$ cat config.mk
export PLATFORM = sky130hd
export DESIGN_NAME = ahb_matrix_out
export DESIGN_NICKNAME = d
export VERILOG_FILES = /design/src/rtl/ahb_matrix_out.sv
export SDC_FILE = /design/constraint.sdc
export NUM_CORES = 1
export LEC_CHECK = 0
export ABC_AREA = 1
export CORE_AREA = 5 5 301 303
export CTS_BUF_LIST = sky130_fd_sc_hd__clkbuf_4 sky130_fd_sc_hd__clkbuf_8 sky130_fd_sc_hd__clkbuf_16
export DETAILED_ROUTE_END_ITERATION = 12
export DIE_AREA = 0 0 306 308
export PLACE_DENSITY = 0.3
export SETUP_SLACK_MARGIN = 0.1
export SYNTH_ARGS = -nofsm -noshare
export SYNTH_HDL_FRONTEND = slang
export SYNTH_SLANG_ARGS = --single-unit
$ cat constraint.sdc
create_clock -name hclk -period 4.4 [get_ports hclk]
set_clock_uncertainty 0.1 [all_clocks]
set_input_delay 0.88 -clock hclk [delete_from_list [all_inputs] [get_ports hclk]]
set_output_delay 0.88 -clock hclk [all_outputs]
set_load 0.1 [all_outputs]
$ cat src/rtl/ahb_matrix_out.sv
// Per-slave output stage of the AHB multi-layer matrix: arbitrates masters onto one slave port.
// Define AHB_MATRIX_FIXED_PRIO_EN for fixed priority (lowest index wins) instead of round-robin.
module ahb_matrix_out #(
    parameter int MNUM = 8
) (
    input  logic                hclk,
    input  logic                hreset,
    input  logic [MNUM*32-1:0]  im_haddr,
    input  logic [MNUM*2-1:0]   im_htrans,
    input  logic [MNUM-1:0]     im_hwrite,
    input  logic [MNUM*3-1:0]   im_hsize,
    input  logic [MNUM*3-1:0]   im_hburst,
    input  logic [MNUM*4-1:0]   im_hprot,
    input  logic [MNUM*32-1:0]  im_hwdata,
    output logic [31:0]         om_hrdata,
    output logic [MNUM-1:0]     om_hready,
    output logic [1:0]          om_hresp,
    output logic [31:0]         os_haddr,
    output logic                os_hwrite,
    output logic [2:0]          os_hsize,
    output logic [2:0]          os_hburst,
    output logic [3:0]          os_hprot,
    output logic [1:0]          os_htrans,
    output logic [31:0]         os_hwdata,
    output logic                os_hsel,
    input  logic [31:0]         is_hrdata,
    input  logic                is_hready,
    input  logic [1:0]          is_hresp
);
    localparam int IW = (MNUM > 1) ? $clog2(MNUM) : 1;

    logic [MNUM-1:0] req;
    logic            rdy;
    logic [IW-1:0]   owner;
    logic            valid;
    logic [1:0]      lock_htrans;

    logic            data_active_q, data_active_d;
    logic [IW-1:0]   data_owner_q, data_owner_d;
    logic [IW-1:0]   addr_owner_q, addr_owner_d;
    logic            addr_valid_q, addr_valid_d;
`ifndef AHB_MATRIX_FIXED_PRIO_EN
    logic [IW-1:0]   last_grant_q, last_grant_d;
`endif

    always_comb begin
        for (int m = 0; m < MNUM; m++) begin
            req[m] = im_htrans[2*m+1];
        end
    end

    // With no data phase outstanding the slave's hready is irrelevant.
    assign rdy         = !data_active_q || is_hready;
    assign lock_htrans = im_htrans[2*int'(addr_owner_q) +: 2];

    always_comb begin
        owner = '0;
        valid = 1'b0;
        if (addr_valid_q && (!rdy || lock_htrans == 2'b11 || lock_htrans == 2'b01)) begin
            owner = addr_owner_q;
            valid = 1'b1;
        end else begin
`ifdef AHB_MATRIX_FIXED_PRIO_EN
            for (int m = 0; m < MNUM; m++) begin
                if (!valid && req[m]) begin
                    owner = IW'(m);
                    valid = 1'b1;
                end
            end
`else
            // First look above the last winner, then wrap around to index 0.
            for (int m = 0; m < MNUM; m++) begin
                if (!valid && req[m] && m > int'(last_grant_q)) begin
                    owner = IW'(m);
                    valid = 1'b1;
                end
            end
            for (int m = 0; m < MNUM; m++) begin
                if (!valid && req[m]) begin
                    owner = IW'(m);
                    valid = 1'b1;
                end
            end
`endif
        end
    end

    always_comb begin
        addr_owner_d  = owner;
        addr_valid_d  = valid;
        data_active_d = data_active_q;
        data_owner_d  = data_owner_q;
        if (rdy) begin
            data_active_d = valid && req[owner];
            data_owner_d  = owner;
        end
    end

`ifndef AHB_MATRIX_FIXED_PRIO_EN
    always_comb begin
        last_grant_d = last_grant_q;
        if (rdy && valid && req[owner]) begin
            last_grant_d = owner;
        end
    end
`endif

    always_ff @(posedge hclk) begin
        if (hreset) begin
            data_active_q <= 1'b0;
            data_owner_q  <= '0;
            addr_owner_q  <= '0;
            addr_valid_q  <= 1'b0;
`ifndef AHB_MATRIX_FIXED_PRIO_EN
            last_grant_q  <= IW'(MNUM - 1);
`endif
        end else begin
            data_active_q <= data_active_d;
            data_owner_q  <= data_owner_d;
            addr_owner_q  <= addr_owner_d;
            addr_valid_q  <= addr_valid_d;
`ifndef AHB_MATRIX_FIXED_PRIO_EN
            last_grant_q  <= last_grant_d;
`endif
        end
    end

    assign om_hrdata = is_hrdata;
    assign om_hresp  = is_hresp;

    always_comb begin
        os_haddr  = im_haddr[32*int'(owner) +: 32];
        os_hwrite = im_hwrite[owner];
        os_hsize  = im_hsize[3*int'(owner) +: 3];
        os_hburst = im_hburst[3*int'(owner) +: 3];
        os_hprot  = im_hprot[4*int'(owner) +: 4];
        os_hwdata = im_hwdata[32*int'(data_owner_q) +: 32];
        os_hsel   = valid && !hreset;
        os_htrans = (valid && !hreset) ? im_htrans[2*int'(owner) +: 2] : 2'b00;
    end

    // Handshake: a master's transfer advances only on a cycle where its om_hready is 1;
    // the data-phase owner sees the slave's ready, the address owner sees rdy, losers are held at 0.
    always_comb begin
        for (int m = 0; m < MNUM; m++) begin
            if (hreset) begin
                om_hready[m] = 1'b1;
            end else if (data_active_q && data_owner_q == IW'(m)) begin
                om_hready[m] = is_hready;
            end else if (valid && owner == IW'(m)) begin
                om_hready[m] = rdy;
            end else begin
                om_hready[m] = !req[m];
            end
        end
    end
endmodule

---- After elaboration in Yosys (flattened, before gate mapping) ----
Cells that the tools add are included.
word-level totals
  flip-flop bits (word level) ............. 11
  latch bits .............................. 0
  RAM bits ................................ 0
  ROM bits ................................ 0
  input bits .............................. 653
  output and inout port bits .............. 120
  logic and storage cells ................. 184
  memories kept ........................... 0
cells by class
  add/subtract/negate cells ............... 0
  multiply operators ...................... 1
  div/mod/pow operators ................... 0
  order comparisons ....................... 8
  equal/unequal tests ..................... 16
  shift operators ......................... 7
  mux-type cells .......................... 75
  bitwise gates (word level) .............. 0
  reductions and logical operators ........ 72
operators by type and width
  kind                                                                           number
  256-bit by 9-bit variable part select with 32-bit output                       2
  1-bit two-way mux                                                              57
  3-bit two-way mux                                                              15
  1-bit logical AND                                                              42
  16-bit by 5-bit variable part select with 2-bit output                         2
  24-bit by 32-bit variable part select with 3-bit output                        1
  32-bit by 6-bit variable part select with 4-bit output                         1
  1-bit zero test                                                                25
  3-bit equality test (second input constant)                                    8
  24-bit by 6-bit variable part select with 3-bit output                         1
  3-bit by 2-bit equality test with 1-bit output (second input constant)         4
  3-bit > comparator (first input constant)                                      4
  1-bit binary-select mux with 3-bit select                                      2
  3-bit by 1-bit equality test with 1-bit output (second input constant)         2
  2-bit by 3-bit > comparator with 1-bit output (first input constant)           2
  3-bit zero test                                                                2
  2-bit by 3-bit multiplier with 5-bit output (first input constant)             1
  3-bit by 4-bit less-than comparator with 1-bit output (second input constant)  1
  1-bit by 3-bit > comparator with 1-bit output (first input constant)           1
  1-bit logical OR                                                               3
  2-bit by 1-bit equality test with 1-bit output (second input constant)         1
  2-bit equality test (second input constant)                                    1
  2-bit two-way mux                                                              1

---- Longest topological paths before layout ----
Gate-level depths: netlist of the first run.
  depth after elaboration ................. 74
  mapped depth ............................ 22
  mapped depth without buffers ............ 21

---- Worst setup path after synthesis of the first run ----
Ideal clock, no wire load.
  kind .................................... input -> output
  start ................................... input port im_htrans[3]
  end ..................................... output port om_hready[7]
  arrival ................................. 4.555 ns
  data required time ...................... 3.420 ns
  slack ................................... -1.135 ns
  stages .................................. 18
  path buffers ............................ 1
  path through ............................ inv_1 -> nor2_1 -> nand2_2 -> nand4_1 -> nor2_2 -> nand4_1 -> nor2_2 -> nand4_1 -> nor2_1 -> nand2_1 -> nand2_1 -> inv_1 -> nand3_1 -> nand2_1 -> buf_2 -> nor3_1 -> o21ai_0 -> o21ai_0
between the ends
  word-level cells in the longest chain between the ends .. 70
  elaborated cells between the ends (all ways) .. 92
  classes of those cells .................. 3 x eq/ne; 1 x shift; 49 x mux; 39 x reduce/logical
RTL lines
  what                             line  text
  from (decl)                      9     input logic [MNUM*2-1:0] im_htrans,
  1-bit logical AND                73    if (!valid && req[m] && m > int'(last_grant_q)) begin
  1-bit two-way mux                73
  1-bit two-way mux                59    if (addr_valid_q && (!rdy || lock_htrans == 2'b11 || lock_htrans == 2'b01)) begin
  1-bit zero test                  73
  1-bit logical AND (2 in series)  73
  1-bit two-way mux                73
  1-bit two-way mux                59
  1-bit zero test                  73
  [53 not listed]                  n/a
  1-bit logical AND                79    if (!valid && req[m]) begin
  3-bit two-way mux                79
  3-bit two-way mux                59
  3-bit equality test              150   end else if (valid && owner == IW'(m)) begin
  1-bit logical AND *              150
  1-bit two-way mux *              150
  1-bit two-way mux *              148   end else if (data_active_q && data_owner_q == IW'(m)) begin
  1-bit two-way mux *              146   if (hreset) begin
  to (decl)                        16    output logic [MNUM-1:0] om_hready,
Mark *: on every way between the ends. The rest lies on a longest branch, timed or not. The select of a mux whose other input is x is not followed.

---- Worst setup path in the final report of the first run ----
  start ................................... input port im_htrans[3]
  end ..................................... output port os_haddr[27]
between the ends
  word-level cells in the longest chain between the ends .. 66
  elaborated cells between the ends (all ways) .. 86
  classes of those cells .................. 2 x eq/ne; 2 x shift; 44 x mux; 38 x reduce/logical
RTL lines
  what                                                        line  text
  1-bit logical AND                                           73
  1-bit two-way mux                                           73
  1-bit two-way mux                                           59
  1-bit zero test                                             73
  1-bit logical AND (2 in series)                             73
  1-bit two-way mux                                           73
  1-bit two-way mux                                           59
  1-bit zero test                                             73
  [49 not listed]                                             n/a
  1-bit logical AND                                           79
  1-bit two-way mux                                           79
  1-bit two-way mux                                           59
  1-bit zero test                                             79
  1-bit logical AND                                           79
  3-bit two-way mux                                           79
  3-bit two-way mux *                                         59
  256-bit by 9-bit variable part select with 32-bit output *  132   os_haddr = im_haddr[32*int'(owner) +: 32];
  to (decl)                                                   18    output logic [31:0] os_haddr,
Marks and branches as above.

==> out/qor.csv, run 1 <==
stage,metric,value,unit
run_status,status,finished with violations,
run_status,violations,negative setup slack,
global_routing,grt_overflow_total,0,
worst_setup_path,path_buf_inv,7,
clocking,cts_root_buffer,clkbuf_16,
synth,yosysUniqueCellTypes,35,
timing,final.setup.worst_slack,-115,ps
clocking,htree_levels,1,
worst_setup_path,path_max_fanout,6,
synth,synth_area_leaders,"nand2_1 42%, nand4_1 12%, a22oi_1 8.3%, buf_4 4.9%, a31oi_1 3.9%",
route,wl,65200,microns
global_routing,grt_pass1_wl,90000,microns
clocking,numCtsBuffers,3,
floorplanning,dieArea,94200,sq um
clocking,clock_sinks,11,
floorplanning,coreArea,87700,sq um
timing,grt_setup_unrepaired,true,
worst_setup_path,slowest_delay,180,ps
route,drc,0,
clocking,clk_latency,240,ps
timing,setup_violations,36,
cells_and_area,n_fill_cell,9990,
timing,fin_crit_sh,1.03,
placement,dp.cells,3065,
clocking,postCtsHoldBufs,0,
clocking,cts.clk_slew.worst_paths,40,ps
global_routing,grt_max_degree,65,
worst_setup_path,crit_path_start_kind,input port,
synth,yosysSeqAreaShare,0.0380,
floorplanning,initial_core_util,0.0661,
cells_and_area,postLayoutCoreUtil,0.191,
cells_and_area,seqCellArea,221,sq um
synth,synth_top_area_share,0.421,
clocking,clk_path_buf_depth,2,
cells_and_area,multiInputGateArea,5280,sq um
cells_and_area,syn2layout_area_growth,189,%
synth,yosysMostFrequentCell,nand2_1,
route,vias,11500,
min_path,hp-class,reg -> reg,
cells_and_area,nNetsFinal,2623,
worst_setup_path,crit_chain,buf_8 -> inv_4 -> nor2_4 -> nand2_4 -> nand3_4 -> nor2_4 -> nand4_1 -> nor2_2 -> nand4_1 -> nor2_1 -> nand4_2 -> nand3_4 -> nand2_8 -> buf_6 -> nor2_4 -> buf_12 -> buf_12 -> buf_12 -> nand2_2 -> nand4_1 -> nand2_1 -> nand2_2 -> buf_12,
worst_setup_path,critPathKind,in -> out,
placement,portBuffers,704,
global_routing,grt_util_all_layers,0.127,
placement,hpwlAfterDp,53500,microns
synth,syn_area,5800,sq um
floorplanning,die_y,308,microns
synth,synth_warnings,0,
timing,worst_slew_pin_slew,706,ps
synth,synthCells,1190,
synth,synth_nets,1843,
synth,synth_top_cell_by_area,nand2_1,
worst_setup_path,cp-end-kind,output port,
worst_setup_path,required,3420,ps
clocking,cts_tree,done,
timing,finalMaxSlewViolations,0,
synth,synth_ff_type,dfxtp_1,
timing,slew_headroom,0.528,
cells_and_area,drive_above_1_share,0.227,
worst_setup_path,critPathTopFamily,simple AND/OR/NAND/NOR gates,
worst_setup_path,cp_slowest_cell,nand3_4,
synth,avgSynthCellArea,4.87,sq um
route,wire_per_inst,20.8,microns
route,initialDrtViolationCount,564,
worst_setup_path,cp_common_cell,buf_12,
route,drt_pass1_iterations,5,
synth,async_reset_ff_frac,0,
route,via_per_inst,3.66,
synth,ys_ff_latch,11,
timing,fin_crit,4520,ps
placement,place_congestion,0.876,
worst_setup_path,critPathArrivalTime,3540,ps
floorplanning,placementRows,109,
global_routing,grt_antenna_before_repair,12,
route,ant_nets,0,
timing,finalHoldViolCount,0,
synth,synth_edf_count,0,
global_routing,grt_pass1_vias,12400,
job,cap_viol_max_count,0,
floorplanning,die_x,306,microns
cells_and_area,instances_no_fill,3137,
timing,fmax,221,MHz
floorplanning,ioPinCount,773,
synth,ys_top_cells_by_count,"650 x nand2_1, 111 x nand4_1, 64 x a22oi_1",
==> layer usage <==
| metal | GRT usage | vias up | share of wire |
|---|---|---|---|
| li1 | - | 5546 | - |
| met1 | 0.145 | 5297 | 0.39 |
| met2 | 0.241 | 589 | 0.52 |
| met3 | 0.0409 | 50 | 0.085 |
| met4 | 0.0106 | 12 | 0.011 |
| met5 | 0 | - | 0.0011 |
==> timing repair <==
item	4_1_cts	5_1_grt
setup buffers	54	14
gates cloned	8	3
endpoints found under the hold margin	0	0
gates resized for setup	102	121
setup endpoints to repair	53	54
pin swaps	43	111
==> cell type report <==
class / instances / area share
Multi-Input combinational cell: 1022 / 0.315
Inverter: 38 / 0.0103
Clock buffer: 4 / 0.00493
Timing Repair Buffer: 894 / 0.569
Tap cell: 1165 / 0.0871
Sequential cell: 11 / 0.0132
Antenna cell: 3 / 0.000448
==> registers in the layout, summed over array words and instances, names as in the netlist <==
| signal | flops |
|---|---|
| addr_owner_q | 3 |
| data_owner_q | 3 |
| last_grant_q | 3 |
| addr_valid_q | 1 |
| data_active_q | 1 |
==> final timing paths <==
| check | start | to | slack [ps] | depth (start not counted) |
|---|---|---|---|---|
| worst max register to register | last_grant_q[0]$_SDFFE_PP1P_ | data_active_q$_SDFFE_PP0P_ | 1260 | 22 |
| worst min-delay path | last_grant_q[1]$_SDFFE_PP1P_ | last_grant_q[1]$_SDFFE_PP1P_ | 440 | 2 |
| worst min register to register | last_grant_q[1]$_SDFFE_PP1P_ | last_grant_q[1]$_SDFFE_PP1P_ | 440 | 2 |
| worst max-delay path | im_htrans[3] | os_haddr[27] | -120 | 23 |
==> worst register-to-register path: stages (launching register included) <==
cell and delay [ps]:
dfxtp_1 470, nand2_1 190, nand3_4 130, nand4_1 130, nor2_2 120, nand4_1 100
nor2_2 130, nand4_1 160, nor2_2 150, buf_4 120, buf_4 90, buf_4 90
buf_4 90, buf_4 90, buf_4 90, nand4_1 110, nand2_2 100, inv_2 40
buf_6 110, nand3_4 80, nand2_1 100, nand2_1 150, a21oi_1 80
==> logic make-up (layout without fill, tap and decap cells) <==
family / Yosys count / in the layout / synth area share
DFF: 11 / 11 / 0.0380
other: 0 / 3 / 0
AOI/OAI and AO/OA: 152 / 152 / 0.176
and+or+nand+nor: 870 / 870 / 0.641
buffers and inverters: 157 / 936 / 0.145
==> per-stage QoR <==
| step | TNS (ps) | setup WS (ps) | hold slack (ps) | cell area, sq um |
|---|---|---|---|---|
| 5_1_grt | -11080 | -336 | 477 | 16700 |
| 4_1_cts | -11920 | -320 | 442 | 16300 |
| 6_report | -2020 | -115 | 439 | 16700 |
| 2_1_floorplan | 0 | 103 | 358 | 5910 |
| 3_3_place_gp | -22700 | -897 | 431 | 15300 |
| 3_5_place_dp | -22050 | -834 | 427 | 15300 |
==> placed cells by master, fill, tap and decap left out, drive strengths merged, types with 13 or more instances in the layout <==
cell type,Yosys,routed
a211oi,15,15
a21oi,13,13
a22oi,64,64
a31oi,36,36
buf,88,279
clkdlybuf4s50,0,606
inv,37,35
nand2,655,655
nand3,45,45
nand4,112,112
nor2,53,53
o21ai,21,21
Power of run 1 is not shown: default switching activity piles up to over one toggle a cycle in this logic, so the estimate is an artifact.
==> run 2, diff against run 1 <==
Settings changed: CELL_PAD_IN_SITES_DETAIL_PLACEMENT set to 1, CELL_PAD_IN_SITES_GLOBAL_PLACEMENT set to 2, CORE_AREA 5 5 301 303 to 5 5 294 296, DIE_AREA 0 0 306 308 to 0 0 299 301, PLACE_DENSITY 0.3 to 0.64.
Clock period 4.4 ns to 4.2 ns, I/O delays scaled along.
==> run 2 against run 1 <==
Against the previous run: the flow still finishes with violations (negative setup slack); die area is 4.5% lower; setup slack got worse by 300 ps; utilization up 1.0 points; via count increased by 1.5%; first-iteration DRC count down 2.8%; routed wire length up 3.8%; flip-flop and latch count did not move; count of clock-buffer cells in the layout did not move; critical path depth increased by 1; hold slack got worse by 9.5 ps; final area about the same.
==> out/qor.csv, run 2 (same netlist as run 1, synthesis figures left out) <==
stage,metric,value,unit
worst_setup_path,crit_path_start_kind,input port,
timing,slew_headroom,0.467,
floorplanning,placementRows,106,
clocking,cts_root_buffer,clkbuf_16,
cells_and_area,postLayoutCoreUtil,0.201,
floorplanning,coreArea,83300,sq um
timing,final.setup.worst_slack,-412,ps
placement,post_dp_cell_area,15200,sq um
route,initialDrtViolationCount,548,
cells_and_area,instances_no_fill,3047,
clocking,numCtsBuffers,3,
cells_and_area,layout_commonest_cell,clkdlybuf4s50_1,
min_path,hp-class,reg -> reg,
global_routing,grt_overflow_total,0,
placement,place_congestion,0.967,
job,cap_viol_max_count,0,
cells_and_area,drive_above_1_share,0.217,
clocking,htree_levels,1,
worst_setup_path,cp_common_cell,nand4_1,
clocking,clock_sinks,11,
worst_setup_path,reg2reg_from,last_grant_q[0]$_SDFFE_PP1P_,
timing,worst_slew_pin_slew,797,ps
cells_and_area,nNetsFinal,2618,
global_routing,grt_pass1_vias,13100,
timing,hold-worst-slack,430,ps
clocking,clk_latency,240,ps
clocking,clk_path_buf_depth,2,
route,ant_nets,0,
worst_setup_path,cp_slowest_cell,buf_12,
route,drc,0,
clocking,postCtsHoldBufs,0,
route,drt_pass1_iterations,7,
run_status,status,finished with violations,
worst_setup_path,required,3260,ps
clocking,cts.clk_slew.worst_paths,40,ps
worst_setup_path,crit_start,im_htrans[3],
worst_setup_path,critPathArrivalTime,3670,ps
floorplanning,die_y,301,microns
worst_setup_path,slowest_delay,190,ps
timing,finalMaxSlewViolations,0,
timing,setup_violations,53,
timing,fin_crit_sh,1.10,
placement,hpwlAfterDp,54500,microns
cells_and_area,layout_common_cells,"610 x clkdlybuf4s50_1, 560 x nand2_1, 144 x buf_4",
cells_and_area,syn2layout_area_growth,189,%
timing,grt_setup_unrepaired,true,
global_routing,grt_max_degree,48,
route,wl,67700,microns
floorplanning,ioPinCount,773,
global_routing,grt_util_all_layers,0.139,
run_status,violations,negative setup slack,
floorplanning,die_x,299,microns
min_path,worstHoldStart,last_grant_q[1]$_SDFFE_PP1P_,
worst_setup_path,critPathKind,in -> out,
cells_and_area,largestRegisters,"addr_owner_q (3), data_owner_q (3), last_grant_q (3)",
placement,portBuffers,704,
placement,dp.cells,2966,
worst_setup_path,cp-end-kind,output port,
timing,fmax,217,MHz
timing,finalHoldViolCount,0,
route,wire_per_inst,22.2,microns
global_routing,grt_antenna_before_repair,8,
worst_setup_path,path_buf_inv,8,
route,via_per_inst,3.83,
worst_setup_path,crit_chain,buf_8 -> inv_6 -> nor2_4 -> nand2_4 -> buf_6 -> nand4_1 -> nor2_2 -> nand4_1 -> nor2_2 -> nand4_1 -> nor2_2 -> nand2_2 -> nand3_2 -> o21bai_4 -> nand2_2 -> inv_4 -> buf_12 -> buf_16 -> buf_4 -> nand2_1 -> nand4_1 -> nand2_1 -> nand2_4 -> buf_12,
global_routing,grt_pass1_wl,93200,microns
route,vias,11700,
floorplanning,dieArea,90000,sq um
timing,fin_crit,4610,ps
cells_and_area,design_area,16700,sq um
worst_setup_path,path_max_fanout,8,
worst_setup_path,critPathTopFamily,simple AND/OR/NAND/NOR gates,
clocking,cts_tree,done,
floorplanning,initial_core_util,0.0696,
-- run 2: timing repair --
action,in CTS,in global routing
endpoints found under the hold margin,0,0
gates resized for setup,132,40
pin swaps,59,52
setup buffers,46,11
gates cloned,19,1
setup endpoints to repair,53,53
-- run 2: worst reg2reg max path, cell delays in order, from the launching register on --
cell     delay [ps]
dfxtp_1         470
nand2_1         170
nand3_2         120
nand3_2         110
nor2_2          130
nand4_1         130
nor2_2          130
nand4_1         130
nor2_1          140
nand4_2         170
buf_4           190
buf_6           100
buf_4           120
buf_4           130
nand3_2          80
nand2_4         110
buf_6           170
nand2_1          70
inv_1            80
nand3_1         150
buf_4           130
nand2_1          90
nand2_1         140
a21oi_1          80
-- run 2: metal layers --
layer	part of all wire	wire (microns)	global-route usage
met2	0.49	33300	0.251
met3	0.073	4950	0.0376
met4	0.036	2410	0.0440
met5	0.00061	41	0
met1	0.40	27000	0.161
-- run 2: area by class of cell --
class                      count  area (sq um)
antenna                        3          7.51
fill                       10100         66500
sequential                    11           221
tap                         1080          1350
multi-input combinational   1022          5150
inverter                      38           175
timing repair buffer         889          9750
clock buffer                   4          82.6
-- run 2: worst paths after layout --
path                                       end  slack [ps]  cells past startpoint
setup reg to reg    data_active_q$_SDFFE_PP0P_         630                     23
hold / removal    last_grant_q[1]$_SDFFE_PP1P_         430                      2
hold reg to reg   last_grant_q[1]$_SDFFE_PP1P_         430                      2
setup / recovery                  os_haddr[31]        -410                     24
-- run 2: stage by stage --
step,TNS (ps),worst slack (ps)
2_1_floorplan,0,6.01
3_3_place_gp,-29750,-847
3_5_place_dp,-29190,-802
4_1_cts,-19150,-450
5_1_grt,-27590,-623
6_report,-17730,-412
Power of run 2 is left out for the same reason.
